$ cat src/rtl/lc3_fetch_unit_if.sv
// Bus bundle for the LC3 fetch unit: instruction-memory req/ack side, datapath
// valid/ready side and the redirect port. master = fetch unit, slave = its environment.
interface lc3_fetch_unit_if;
  logic        memReq;
  logic [15:0] memAddr;
  logic        memAck;
  logic [15:0] memData;
  logic        instValid;
  logic [15:0] instData;
  logic [15:0] instAddr;
  logic        instReady;
  logic        redirect;
  logic [15:0] redirectAddr;

  modport master (
    output memReq, memAddr, instValid, instData, instAddr,
    input  memAck, memData, instReady, redirect, redirectAddr
  );

  modport slave (
    input  memReq, memAddr, instValid, instData, instAddr,
    output memAck, memData, instReady, redirect, redirectAddr
  );
endinterface

$ cat src/rtl/lc3_fetch_unit.sv
// LC3 instruction fetch stage: sequential prefetch into a DEPTH-entry queue with redirect flush.
// Optional macro LC3_FETCH_BYPASS_EN forwards an ack straight to the datapath when the queue is empty.
module lc3_fetch_unit #(
  parameter logic [15:0] START_ADDR = 16'h3000,
  parameter int          DEPTH      = 4
) (
  input  logic               clk,
  input  logic               rst,
  lc3_fetch_unit_if.master   bus,
  output logic [1:0]         dbg_state
);

  // Handshakes: a memory request completes in any cycle with memReq && memAck
  // (memAddr held stable while memReq is high); an instruction transfers in any
  // cycle with instValid && instReady. redirect overrides both in its cycle.

  localparam int AW = (DEPTH > 1) ? $clog2(DEPTH) : 1;
  localparam int CW = $clog2(DEPTH) + 1;

  typedef enum logic [1:0] {
    IDLE = 2'd0,
    WAIT = 2'd1,
    DROP = 2'd2
  } state_t;

  state_t        state_q, state_nx;
  logic [15:0]   fetch_pc_q, fetch_pc_nx;
  logic [15:0]   mem_addr_q, mem_addr_nx;
  logic [15:0]   q_addr [DEPTH];
  logic [15:0]   q_data [DEPTH];
  logic [AW-1:0] rd_q, wr_q;
  logic [CW-1:0] count_q, count_nx;

  logic bypass, head_valid, pop, push, slot_free;

  always_comb begin
    bypass = 1'b0;
`ifdef LC3_FETCH_BYPASS_EN
    bypass = (count_q == '0) && (state_q == WAIT) && bus.memAck && !bus.redirect;
`endif
    head_valid    = (count_q != '0);
    bus.instValid = head_valid | bypass;
    bus.instData  = bypass ? bus.memData : q_data[rd_q];
    bus.instAddr  = bypass ? fetch_pc_q  : q_addr[rd_q];
    bus.memReq    = (state_q != IDLE);
    bus.memAddr   = mem_addr_q;
    dbg_state     = state_q;
  end

  // A bypassed word taken by the datapath in the same cycle never enters the queue.
  always_comb begin
    pop       = head_valid && bus.instReady;
    push      = (state_q == WAIT) && bus.memAck && !bus.redirect && !(bypass && bus.instReady);
    count_nx  = count_q + CW'(push) - CW'(pop);
    slot_free = (count_nx < CW'(DEPTH));
  end

  always_comb begin
    state_nx    = state_q;
    fetch_pc_nx = fetch_pc_q;
    case (state_q)
      IDLE: begin
        if (bus.redirect) begin
          fetch_pc_nx = bus.redirectAddr;
          state_nx    = WAIT;
        end else if (slot_free) begin
          state_nx = WAIT;
        end
      end
      WAIT: begin
        if (bus.redirect) begin
          fetch_pc_nx = bus.redirectAddr;
          state_nx    = bus.memAck ? WAIT : DROP;
        end else if (bus.memAck) begin
          fetch_pc_nx = fetch_pc_q + 16'd1;
          state_nx    = slot_free ? WAIT : IDLE;
        end
      end
      DROP: begin
        if (bus.redirect) fetch_pc_nx = bus.redirectAddr;
        if (bus.memAck)   state_nx    = WAIT;
      end
      default: state_nx = IDLE;
    endcase
    // While a dropped request is outstanding memAddr must keep its original value.
    mem_addr_nx = (state_nx == DROP) ? mem_addr_q : fetch_pc_nx;
  end

  always_ff @(posedge clk or posedge rst) begin
    if (rst) begin
      state_q    <= IDLE;
      fetch_pc_q <= START_ADDR;
      mem_addr_q <= START_ADDR;
      rd_q       <= '0;
      wr_q       <= '0;
      count_q    <= '0;
      for (int i = 0; i < DEPTH; i++) begin
        q_addr[i] <= '0;
        q_data[i] <= '0;
      end
    end else begin
      state_q    <= state_nx;
      fetch_pc_q <= fetch_pc_nx;
      mem_addr_q <= mem_addr_nx;
      if (bus.redirect) begin
        rd_q    <= '0;
        wr_q    <= '0;
        count_q <= '0;
      end else begin
        if (push) begin
          q_addr[wr_q] <= fetch_pc_q;
          q_data[wr_q] <= bus.memData;
          wr_q         <= wr_q + AW'(1);
        end
        if (pop) rd_q <= rd_q + AW'(1);
        count_q <= count_nx;
      end
    end
  end

endmodule

$ cat src/flat_wrapper.sv
// flat-port wrapper written by rule: the top's interface ports become plain ports
module lc3_fetch_unit_flat 
#(
  parameter logic [15:0] START_ADDR = 16'h3000,
  parameter int          DEPTH      = 4
)
  (clk, rst, dbg_state, bus_memReq, bus_memAddr, bus_instValid, bus_instData, bus_instAddr, bus_memAck, bus_memData, bus_instReady, bus_redirect, bus_redirectAddr);
  lc3_fetch_unit_if bus_i ();
  input  logic clk;
  input  logic rst;
  output logic [1:0] dbg_state;
  output wire logic [$bits(bus_i.memReq)-1:0] bus_memReq;
  output wire logic [$bits(bus_i.memAddr)-1:0] bus_memAddr;
  output wire logic [$bits(bus_i.instValid)-1:0] bus_instValid;
  output wire logic [$bits(bus_i.instData)-1:0] bus_instData;
  output wire logic [$bits(bus_i.instAddr)-1:0] bus_instAddr;
  input wire logic [$bits(bus_i.memAck)-1:0] bus_memAck;
  input wire logic [$bits(bus_i.memData)-1:0] bus_memData;
  input wire logic [$bits(bus_i.instReady)-1:0] bus_instReady;
  input wire logic [$bits(bus_i.redirect)-1:0] bus_redirect;
  input wire logic [$bits(bus_i.redirectAddr)-1:0] bus_redirectAddr;
  assign bus_memReq = bus_i.memReq;
  assign bus_memAddr = bus_i.memAddr;
  assign bus_instValid = bus_i.instValid;
  assign bus_instData = bus_i.instData;
  assign bus_instAddr = bus_i.instAddr;
  assign bus_i.memAck = bus_memAck;
  assign bus_i.memData = bus_memData;
  assign bus_i.instReady = bus_instReady;
  assign bus_i.redirect = bus_redirect;
  assign bus_i.redirectAddr = bus_redirectAddr;
  lc3_fetch_unit #(.START_ADDR(START_ADDR), .DEPTH(DEPTH)) u_core (.clk(clk), .rst(rst), .bus(bus_i), .dbg_state(dbg_state));
endmodule
$ cat config.mk
export PLATFORM = sky130hd
export DESIGN_NAME = lc3_fetch_unit_flat
export DESIGN_NICKNAME = d
export VERILOG_FILES = /design/src/rtl/lc3_fetch_unit_if.sv /design/src/rtl/lc3_fetch_unit.sv /design/src/flat_wrapper.sv
export SDC_FILE = /design/constraint.sdc
export NUM_CORES = 1
export LEC_CHECK = 0
export ABC_CLOCK_PERIOD_IN_PS = 6400
export BUFFER_PORTS_ARGS = -buffer_cell sky130_fd_sc_hd__buf_2
export CAP_MARGIN = 20
export CELL_PAD_IN_SITES_DETAIL_PLACEMENT = 1
export CELL_PAD_IN_SITES_GLOBAL_PLACEMENT = 2
export CORE_MARGIN = 2
export CORE_UTILIZATION = 25
export DETAILED_ROUTE_END_ITERATION = 7
export GPL_TIMING_DRIVEN = 1
export HOLD_SLACK_MARGIN = 0.15
export PLACE_DENSITY = 0.61
export SYNTH_ARGS = -nofsm -noshare
export SYNTH_HDL_FRONTEND = slang
export SYNTH_SLANG_ARGS = --single-unit
$ cat constraint.sdc
create_clock -name clk -period 6.4 [get_ports clk]
set_input_delay 0.64 -clock clk [delete_from_list [all_inputs] [get_ports clk]]
set_output_delay 0.64 -clock clk [all_outputs]
set_load 0.005 [all_outputs]
==> reports/metrics.csv, run 1 <==
metric,value,unit
outcome,completed,
largest area contributor in the netlist,dfrtp_1,
"Slew Viols, Final",0,
initial antenna violation count,0,
Synthesized Nets,615,
CTS resizes,0,
largest net degree at the start of global routing,94,
clk_skew,0.006091,ns
Int Pwr,2.886,mW
Slew headroom,0.3531,
WP buf/inv,2,
Least-Margin Pin Slew,0.9704,ns
DP Area,8915,um^2
Layout Cell Area excl Fill,9490,um^2
Port Buf Inserts,88,
grt ovf,0,
FMAX,323.2,MHz
CP max stage cell,dfrtp_2,
Reg power frac,0.435,
"top cells by area, synth","dfrtp_1 (50%), mux2_2 (9.9%), mux4_2 (8.8%), mux2_4 (7.3%), mux2_1 (3.4%)",
Worst Setup Slack post-DPL,3.312,ns
# IOs,89,
Leak Pwr,4.385,nW
drt pass-1 iters,4,
Clk pwr share,0.242,
hold_buf cts,0,
post-CTS setup buffers,0,
post-synth cell types,64,
Startpoint Class,flop,
cell family with most CP delay,flip-flops,
Total Routing Usage GR,0.1320,
sw frac,0.3277,
Final Hold Vio Count,0,
Max Cap Viol,0,
ANT nets after route,0,
RSZ-0062 raised after global routing,false,
Mapped Avg Cell Area,14.35,um^2
Clock Latency Late Sink,0.43,ns
fin crit period,3.094,ns
register area share after synthesis,0.5177,
Vias,5037,
core box area,32370,um^2
NetSw,1.407,mW
area growth from synthesis to layout,16.03,%
aggregate routed wire length,21.32,mm
"EDFF count, synth",0,
"Async S/R FF share, synth",1.000,
final worst slack,3.306,ns
Final Setup Violations,0,
Initial DRC Count,221,
Yosys reg bits,169,
Min-Delay Path Class,primary input to async pin,
Die Span X,184.9,um
"slowest stage delay, CP",0.79,ns
Residual DRC,0,
Crit Path Max Fanout,18,
vias in the first global route,5803,
CP cell instances,"buf_4, mux4_2, buf_2",
Cell Rows,66,
Gate power share,0.323,
Ys Warns,0,
die footprint,34180,um^2
Crit Path Category,flop to primary output,
root buffer cell,clkbuf_16,
cts bufs inserted,17,
clock buffer depth,2,
Worst VDD drop,0.1657,mV
setup tns final,0,ns
via/cell ratio,4.634,
placed wire-length estimate,14.16,mm
dominant synthesized flop cell,dfrtp_1,
per-cell routed wire length,19.61,um
period utilization,0.4834,
share of cells above drive strength 1,0.4372,
routability cong.,0.7677,
Yosys top cell area share,0.5048,
Mapped Area,8179,um^2
Antenna Cells,0,
CTS tree,yes,
Sink Count,169,
WP data required,5.76,ns
Reg2Reg Depth,8,
"CTS clk-pin slew, worst paths",0.07,ns
placed instance count,1056,
Layout Nets,678,
first-pass GRT wire length,34.12,mm
DIE HEIGHT,184.9,um
Starting Density,0.2527,
H-tree Lvls,4,
WP depth,3,
cell count after synthesis,570,
crit path DAT,2.45,ns
CP Capture Type,primary output,
Final Non-Filler Cells,1087,
Power per Cell Area,452.3,nW/um^2
worst reg2reg max path: cells and delay by family, from the launching register on:
kind            cells  cell delay, ns
simple gates        2            0.71
fa+ha+maj           2            0.55
flops               1            0.85
compound gates      2            0.48
buf+inv             1            0.04
xor+xnor            1            0.16
path summary, 6_finish.rpt:
kind                                                from                             to  slack (ns)
setup / recovery              u_core.rd_q[0]$_DFFE_PP0P_               bus_instAddr[11]        3.31
min in group clk                          bus_memData[6]  u_core.q_data[22]$_DFFE_PP0P_        0.46
hold reg to reg            u_core.q_addr[29]$_DFFE_PP0P_  u_core.q_addr[29]$_DFFE_PP0P_        0.49
max in group asynchronous                            rst   u_core.q_addr[2]$_DFFE_PP0P_        4.49
setup reg to reg           u_core.dbg_state[0]$_DFF_PP0_  u_core.dbg_state[0]$_DFF_PP0_        3.45
hold / removal                                       rst  u_core.q_addr[52]$_DFFE_PP0P_        0.38
power groups by stage:
stage | combinational, mW | clock [mW] | sequential, mW
after CTS | 1.43 | 1.07 | 1.87
after global placement | 1.39 | 0 | 1.83
after floorplan | 1.09 | 0 | 1.66
after global routing | 1.53 | 1.11 | 1.94
after detailed placement | 1.42 | 0 | 1.89
final | 1.39 | 1.04 | 1.87
layer usage:
layer | GRT usage | up-vias | share of wire
met3 | 0.02694 | 23 | 0.027
met5 | 0 | - | 0
met1 | 0.1689 | 2688 | 0.46
met2 | 0.2222 | 79 | 0.49
li1 | - | 2247 | -
met4 | 0.04476 | 0 | 0.018
cell families after synthesis:
kind of cell	synth area share
AOI/OAI and AO/OA	0.05706
xor gates and xnor gates	0.005355
adders and majority gates	0.01316
buffers and inverters	0.04100
DFF	0.5177
muxes	0.3000
and+or+nand+nor	0.06578
final cells by class:
cell class                      instances  area, um^2
Clock inverter                         13       146.4
Multi-Input combinational cell        341        3610
Timing Repair Buffer                   91       462.9
Tap cell                              442       553.0
Inverter                               13       53.80
Clock buffer                           18       429.2
Sequential cell                       169        4235
Fill cell                            3520       22880
registers in the layout (all words and copies together) (netlist names):
signal              flops
u_core.bus.memAddr     16
u_core.count_q          3
u_core.dbg_state        2
u_core.fetch_pc_q      16
u_core.q_addr          64
u_core.q_data          64
u_core.rd_q             2
u_core.wr_q             2
through the flow:
step                hold WS [ns]  utilization  power [mW]
floorplan                 0.4587            -       2.745
global placement          0.4676       0.2754       3.220
detailed placement        0.4772       0.2754       3.312
CTS                       0.4219       0.2932       4.369
global route              0.4470       0.2932       4.580
finish                    0.3824       0.2932       4.293
synth_stat cells (3+ instances only):
master / number
mux2_1: 25
xnor2_1: 3
or3_1: 3
a31oi_1: 14
a22oi_1: 4
a21oi_1: 3
nand4_1: 4
o211ai_1: 4
buf_6: 12
o21ai_0: 5
a32oi_1: 3
nand2_4: 4
o31a_1: 3
dfrtp_1: 165
nand3b_1: 3
o41ai_1: 4
mux2_2: 72
nand3_1: 7
and4_1: 4
and3_1: 4
nor2b_1: 6
nand2_1: 19
clkbuf_1: 19
mux2i_1: 4
inv_1: 12
buf_2: 15
nor2_1: 22
dfstp_2: 4
mux2_4: 40
nor4_1: 3
or4_1: 3
ha_1: 7
mux4_2: 32
placed cells by master, fill, tap and decap left out, types with 11 or more instances in the layout:
cell type  instances
mux2_1            25
mux2_2            72
clkbuf_16         17
buf_2             88
mux4_2            32
a31oi_1           14
mux2_4            40
nor2_1            22
dfrtp_1          164
inv_1             11
nand2_1           19
Power figures use the tool's default switching activity.
==> run 2, diff against run 1 <==
- ABC_CLOCK_PERIOD_IN_PS: 6400 -> 2800
- PLACE_DENSITY: 0.61 -> 0.63
- clock period: 6.4 -> 2.8 ns (I/O delays scaled with it)
==> reports/metrics.csv, run 2 (synthesis results as in run 1) <==
metric,value,unit
outcome,completed,
CTS resizes,0,
core box area,32370,um^2
# IOs,89,
Final Non-Filler Cells,1130,
H-tree Lvls,4,
Hold EP,u_core.fetch_pc_q[12]$_DFF_PP1_,
hold_buf cts,24,
Power per Cell Area,998.2,nW/um^2
Startpoint Class,flop,
largest net degree at the start of global routing,48,
ANT nets after route,0,
Layout Nets,720,
routability cong.,0.7482,
"CTS clk-pin slew, worst paths",0.07,ns
area of the multi-input gates,3610,um^2
FMAX,410.9,MHz
cts bufs inserted,17,
Min-Delay Path Class,primary input to flop,
initial antenna violation count,0,
Clock Latency Late Sink,0.43,ns
placed wire-length estimate,14.03,mm
Vias,5177,
crit path DAT,2.72,ns
DP Area,9099,um^2
area growth from synthesis to layout,21.40,%
Worst Hold Launch,bus_redirectAddr[12],
clk_skew,0.01195,ns
"most common cell after layout, fill and taps aside",dfrtp_1,
Crit Path Category,flop to flop,
RSZ-0062 raised after global routing,false,
drt pass-1 iters,4,
Initial DRC Count,248,
Cell Rows,66,
WHS Path Cells,3,
aggregate routed wire length,21.19,mm
share of cells above drive strength 1,0.4375,
post-CTS setup buffers,0,
fin crit period,2.433,ns
Starting Density,0.2527,
CP Capture Type,flop,
number of fill cells,3502,
top flop regs,"u_core.q_addr (64), u_core.q_data (64)",
clock buffer depth,2,
die footprint,34180,um^2
vias in the first global route,5739,
setup tns final,0,ns
per-cell routed wire length,18.75,um
Worst VDD drop,0.4375,mV
via/cell ratio,4.581,
Final Hold Vio Count,0,
DIE HEIGHT,184.9,um
Max Cap Viol,0,
Crit. Startpoint,u_core.count_q[1]$_DFF_PP0_,
WP data required,3.09,ns
Residual DRC,0,
Worst R2R Setup Slack,0.37,ns
"Slew Viols, Final",0,
CP max stage cell,dfrtp_1,
Total Routing Usage GR,0.1307,
placed instance count,1074,
Least-Margin Pin Slew,0.9047,ns
grt ovf,0,
Sink Count,169,
Antenna Cells,0,
RR Endpoint,u_core.dbg_state[0]$_DFF_PP0_,
Reg area,4235,um^2
first-pass GRT wire length,33.86,mm
period utilization,0.8691,
CP cell instances,"o31a_1, ha_1, inv_1, ha_1, inv_1, fa_1, xnor2_1, a2111oi_0, a311oi_1",
"slowest stage delay, CP",0.43,ns
Leak Pwr,4.593,nW
Slew headroom,0.3969,
Layout Cell Area excl Fill,9930,um^2
"commonest cells after routing, fill and taps aside","dfrtp_1 (164), buf_2 (88), mux2_2 (72), mux2_4 (40), mux4_2 (32)",
FF-to-FF Start,u_core.count_q[1]$_DFF_PP0_,
Die Span X,184.9,um
Reg2Reg Depth,9,
Crit Path Max Fanout,4,
CTS tree,yes,
Final Setup Violations,0,
Tot Pwr,9.912,mW
root buffer cell,clkbuf_16,
Port Buf Inserts,88,
-- run 2: cell count changes in the layout (fill, tap and decap cells not counted) --
cell           before  now
inv_6               4    5
clkinv_2            3    2
clkinv_4            3    2
buf_12              0    4
inv_8               1    2
clkinvlp_4          1    2
buf_4               3   17
dlygate4sd3_1       0   24
-- run 2: worst max-delay path by stage --
| stage | slack (ns) | end | depth (start not counted) |
|---|---|---|---|
| finish | 0.37 | u_core.dbg_state[0]$_DFF_PP0_ | 9 |
| global route | 0.14 | u_core.dbg_state[0]$_DFF_PP0_ | 9 |
| global placement | 0.37 | u_core.dbg_state[0]$_DFF_PP0_ | 9 |
| detailed placement | 0.34 | u_core.dbg_state[0]$_DFF_PP0_ | 9 |
| floorplan | 0.37 | u_core.bus.memAddr[0]$_DFFE_PP0P_ | 1 |
| CTS | 0.34 | u_core.dbg_state[0]$_DFF_PP0_ | 9 |
-- run 2: area by class of cell --
| type | count | area share |
|---|---|---|
| Sequential cell | 169 | 0.4265 |
| Multi-Input combinational cell | 341 | 0.3635 |
| Timing Repair Buffer | 133 | 0.08947 |
| Tap cell | 442 | 0.05570 |
| Clock buffer | 18 | 0.04322 |
| Clock inverter | 14 | 0.01626 |
| Inverter | 13 | 0.005292 |
-- run 2: critical path: cells and delay by family (launching register included) --
| kind | cells | cell delay [ns] |
|---|---|---|
| flops | 1 | 0.43 |
| fa+ha+maj | 3 | 0.79 |
| buf+inv | 2 | 0.11 |
| compound gates | 3 | 0.82 |
| xor+xnor | 1 | 0.15 |
-- run 2: power breakdown --
part	switching, mW	total [mW]	leakage (nW)	internal (mW)
sequential	0.714	4.10	2.16	3.39
clock	1.07	2.41	0.290	1.34
combinational	1.42	3.40	2.15	1.99
total	3.20	9.91	4.59	6.71
-- run 2: metal layers --
layer,wire (um),global-route usage
met4,232,0.03524
met5,0,0
met2,10420,0.2150
met3,611,0.02517
met1,9922,0.1758
-- run 2: stage by stage --
step                  util  hold WS [ns]  setup slack [ns]
floorplan                -        0.4117            0.3685
global placement    0.2811        0.4448            0.3655
detailed placement  0.2811        0.4454            0.3409
CTS                 0.3067        0.1513            0.3400
global route        0.3067        0.1810            0.1407
finish              0.3067        0.1683            0.3666
==> run 3, diff against run 2 <==
- ABC_CLOCK_PERIOD_IN_PS: 2800 -> 2000
- MAX_ROUTING_LAYER: default -> met4
- PLACE_DENSITY: 0.63 -> default
- PLACE_DENSITY_LB_ADDON: default -> 0.1
- clock period: 2.8 -> 2 ns (I/O delays scaled with it)
==> reports/metrics.csv, run 3 (synthesis results as in run 1) <==
metric,value,unit
via/cell ratio,4.546,
Sink Count,169,
top flop regs,"u_core.q_addr (64), u_core.q_data (64)",
Final Non-Filler Cells,1181,
Worst VDD drop,0.6220,mV
Tot Pwr,14.80,mW
Min-Delay Path Class,primary input to flop,
final hold slack,0.1767,ns
FMAX,461.3,MHz
Leak Pwr,4.915,nW
first-pass GRT wire length,36.92,mm
largest net degree at the start of global routing,95,
drt pass-1 iters,4,
ANT nets after route,0,
CP Capture Type,flop,
failing checks,negative setup slack,
WP data required,2.29,ns
# IOs,89,
Residual DRC,0,
clock buffer depth,2,
Initial DRC Count,184,
CTS tree,yes,
outcome,finished with violations,
Total Routing Usage GR,0.1490,
H-tree Lvls,4,
Die Span X,184.9,um
aggregate routed wire length,23.36,mm
"commonest cells after routing, fill and taps aside","dfrtp_1 (163), buf_2 (80), mux2_2 (72), buf_4 (47), mux2_4 (40)",
grt ovf,0,
DIE HEIGHT,184.9,um
"Slew Viols, Final",0,
number of fill cells,3480,
core box area,32370,um^2
Final Hold Vio Count,0,
area growth from synthesis to layout,29.40,%
crit path DAT,2.46,ns
routability cong.,0.7708,
Cell Rows,66,
Port Buf Inserts,88,
Crit Path Category,flop to flop,
Final Setup Violations,21,
RSZ-0062 raised after global routing,true,
Antenna Cells,0,
per-cell routed wire length,19.78,um
share of cells above drive strength 1,0.4763,
vias in the first global route,6145,
placed wire-length estimate,15.54,mm
Crit Path Max Fanout,2,
die footprint,34180,um^2
"CTS clk-pin slew, worst paths",0.07,ns
"most common cell after layout, fill and taps aside",dfrtp_1,
Layout Nets,771,
Layout Cell Area excl Fill,10580,um^2
DP Area,9458,um^2
fin crit period,2.168,ns
Max Cap Viol,0,
Starting Density,0.2527,
setup tns final,-1.075,ns
Slew headroom,0.4680,
Startpoint Class,flop,
final worst slack,-0.1679,ns
cts bufs inserted,17,
Vias,5369,
initial antenna violation count,1,
root buffer cell,clkbuf_16,
clk_skew,0.009826,ns
period utilization,1.084,
Least-Margin Pin Slew,0.7897,ns
Power per Cell Area,1399,nW/um^2
placed instance count,1108,
Clock Latency Late Sink,0.43,ns
run 3: cell type report:
| cell class | instances | area (um^2) | area share |
|---|---|---|---|
| sequential | 169 | 4237 | 0.4003 |
| multi-input combinational | 341 | 3638 | 0.3438 |
| timing repair buffer | 184 | 1534 | 0.1449 |
| tap | 442 | 553.0 | 0.05225 |
| clock buffer | 18 | 429.2 | 0.04055 |
| clock inverter | 14 | 140.1 | 0.01324 |
| inverter | 13 | 52.55 | 0.004965 |
run 3: routing by layer:
layer / GRT usage / share of wire
met4: 0.04095 / 0.014
met1: 0.1904 / 0.46
met2: 0.2439 / 0.50
met5: - / 0
met3: 0.02595 / 0.026
run 3: final timing paths:
path                       cells past startpoint  slack, ns                              to                           from
hold reg to reg                                1       0.49   u_core.q_data[27]$_DFFE_PP0P_  u_core.q_data[27]$_DFFE_PP0P_
setup reg to reg                               9      -0.17   u_core.dbg_state[0]$_DFF_PP0_    u_core.count_q[0]$_DFF_PP0_
min in group asynchronous                      4       0.48   u_core.q_data[60]$_DFFE_PP0P_                            rst
max in group asynchronous                      4       1.05      u_core.rd_q[0]$_DFFE_PP0P_                            rst
hold / removal                                 4       0.18  u_core.fetch_pc_q[8]$_DFF_PP0_            bus_redirectAddr[8]
setup / recovery                               9      -0.17   u_core.dbg_state[0]$_DFF_PP0_    u_core.count_q[0]$_DFF_PP0_
run 3: power by group:
group | switching [mW] | leakage (nW) | internal (mW)
sequential | 0.814 | 2.16 | 4.75
clock | 1.51 | 0.279 | 1.75
combinational | 2.48 | 2.48 | 3.51
run 3: worst max-delay path, cell delays in order (launching register included):
cell and delay (ns):
dfrtp_1 0.38, o31a_1 0.33, ha_1 0.29, inv_2 0.07, ha_4 0.11, inv_2 0.03
fa_2 0.35, xnor2_2 0.16, a2111oi_2 0.23, a311oi_1 0.08
run 3: repair_timing:
action,4_1_cts,5_1_grt
pin swaps,4,2
resized for setup,9,15
endpoints found under the setup margin,17,37
cloned,2,2
hold endpoints to repair,244,0
hold buffers,31,0
buffers inserted,3,5
run 3: metrics by stage:
step             util  worst slack (ns)
6_report       0.3270           -0.1679
3_3_place_gp   0.2922           -0.2727
3_5_place_dp   0.2922           -0.3186
2_1_floorplan       -           -0.3515
5_1_grt        0.3270           -0.2515
4_1_cts        0.3227           -0.1933
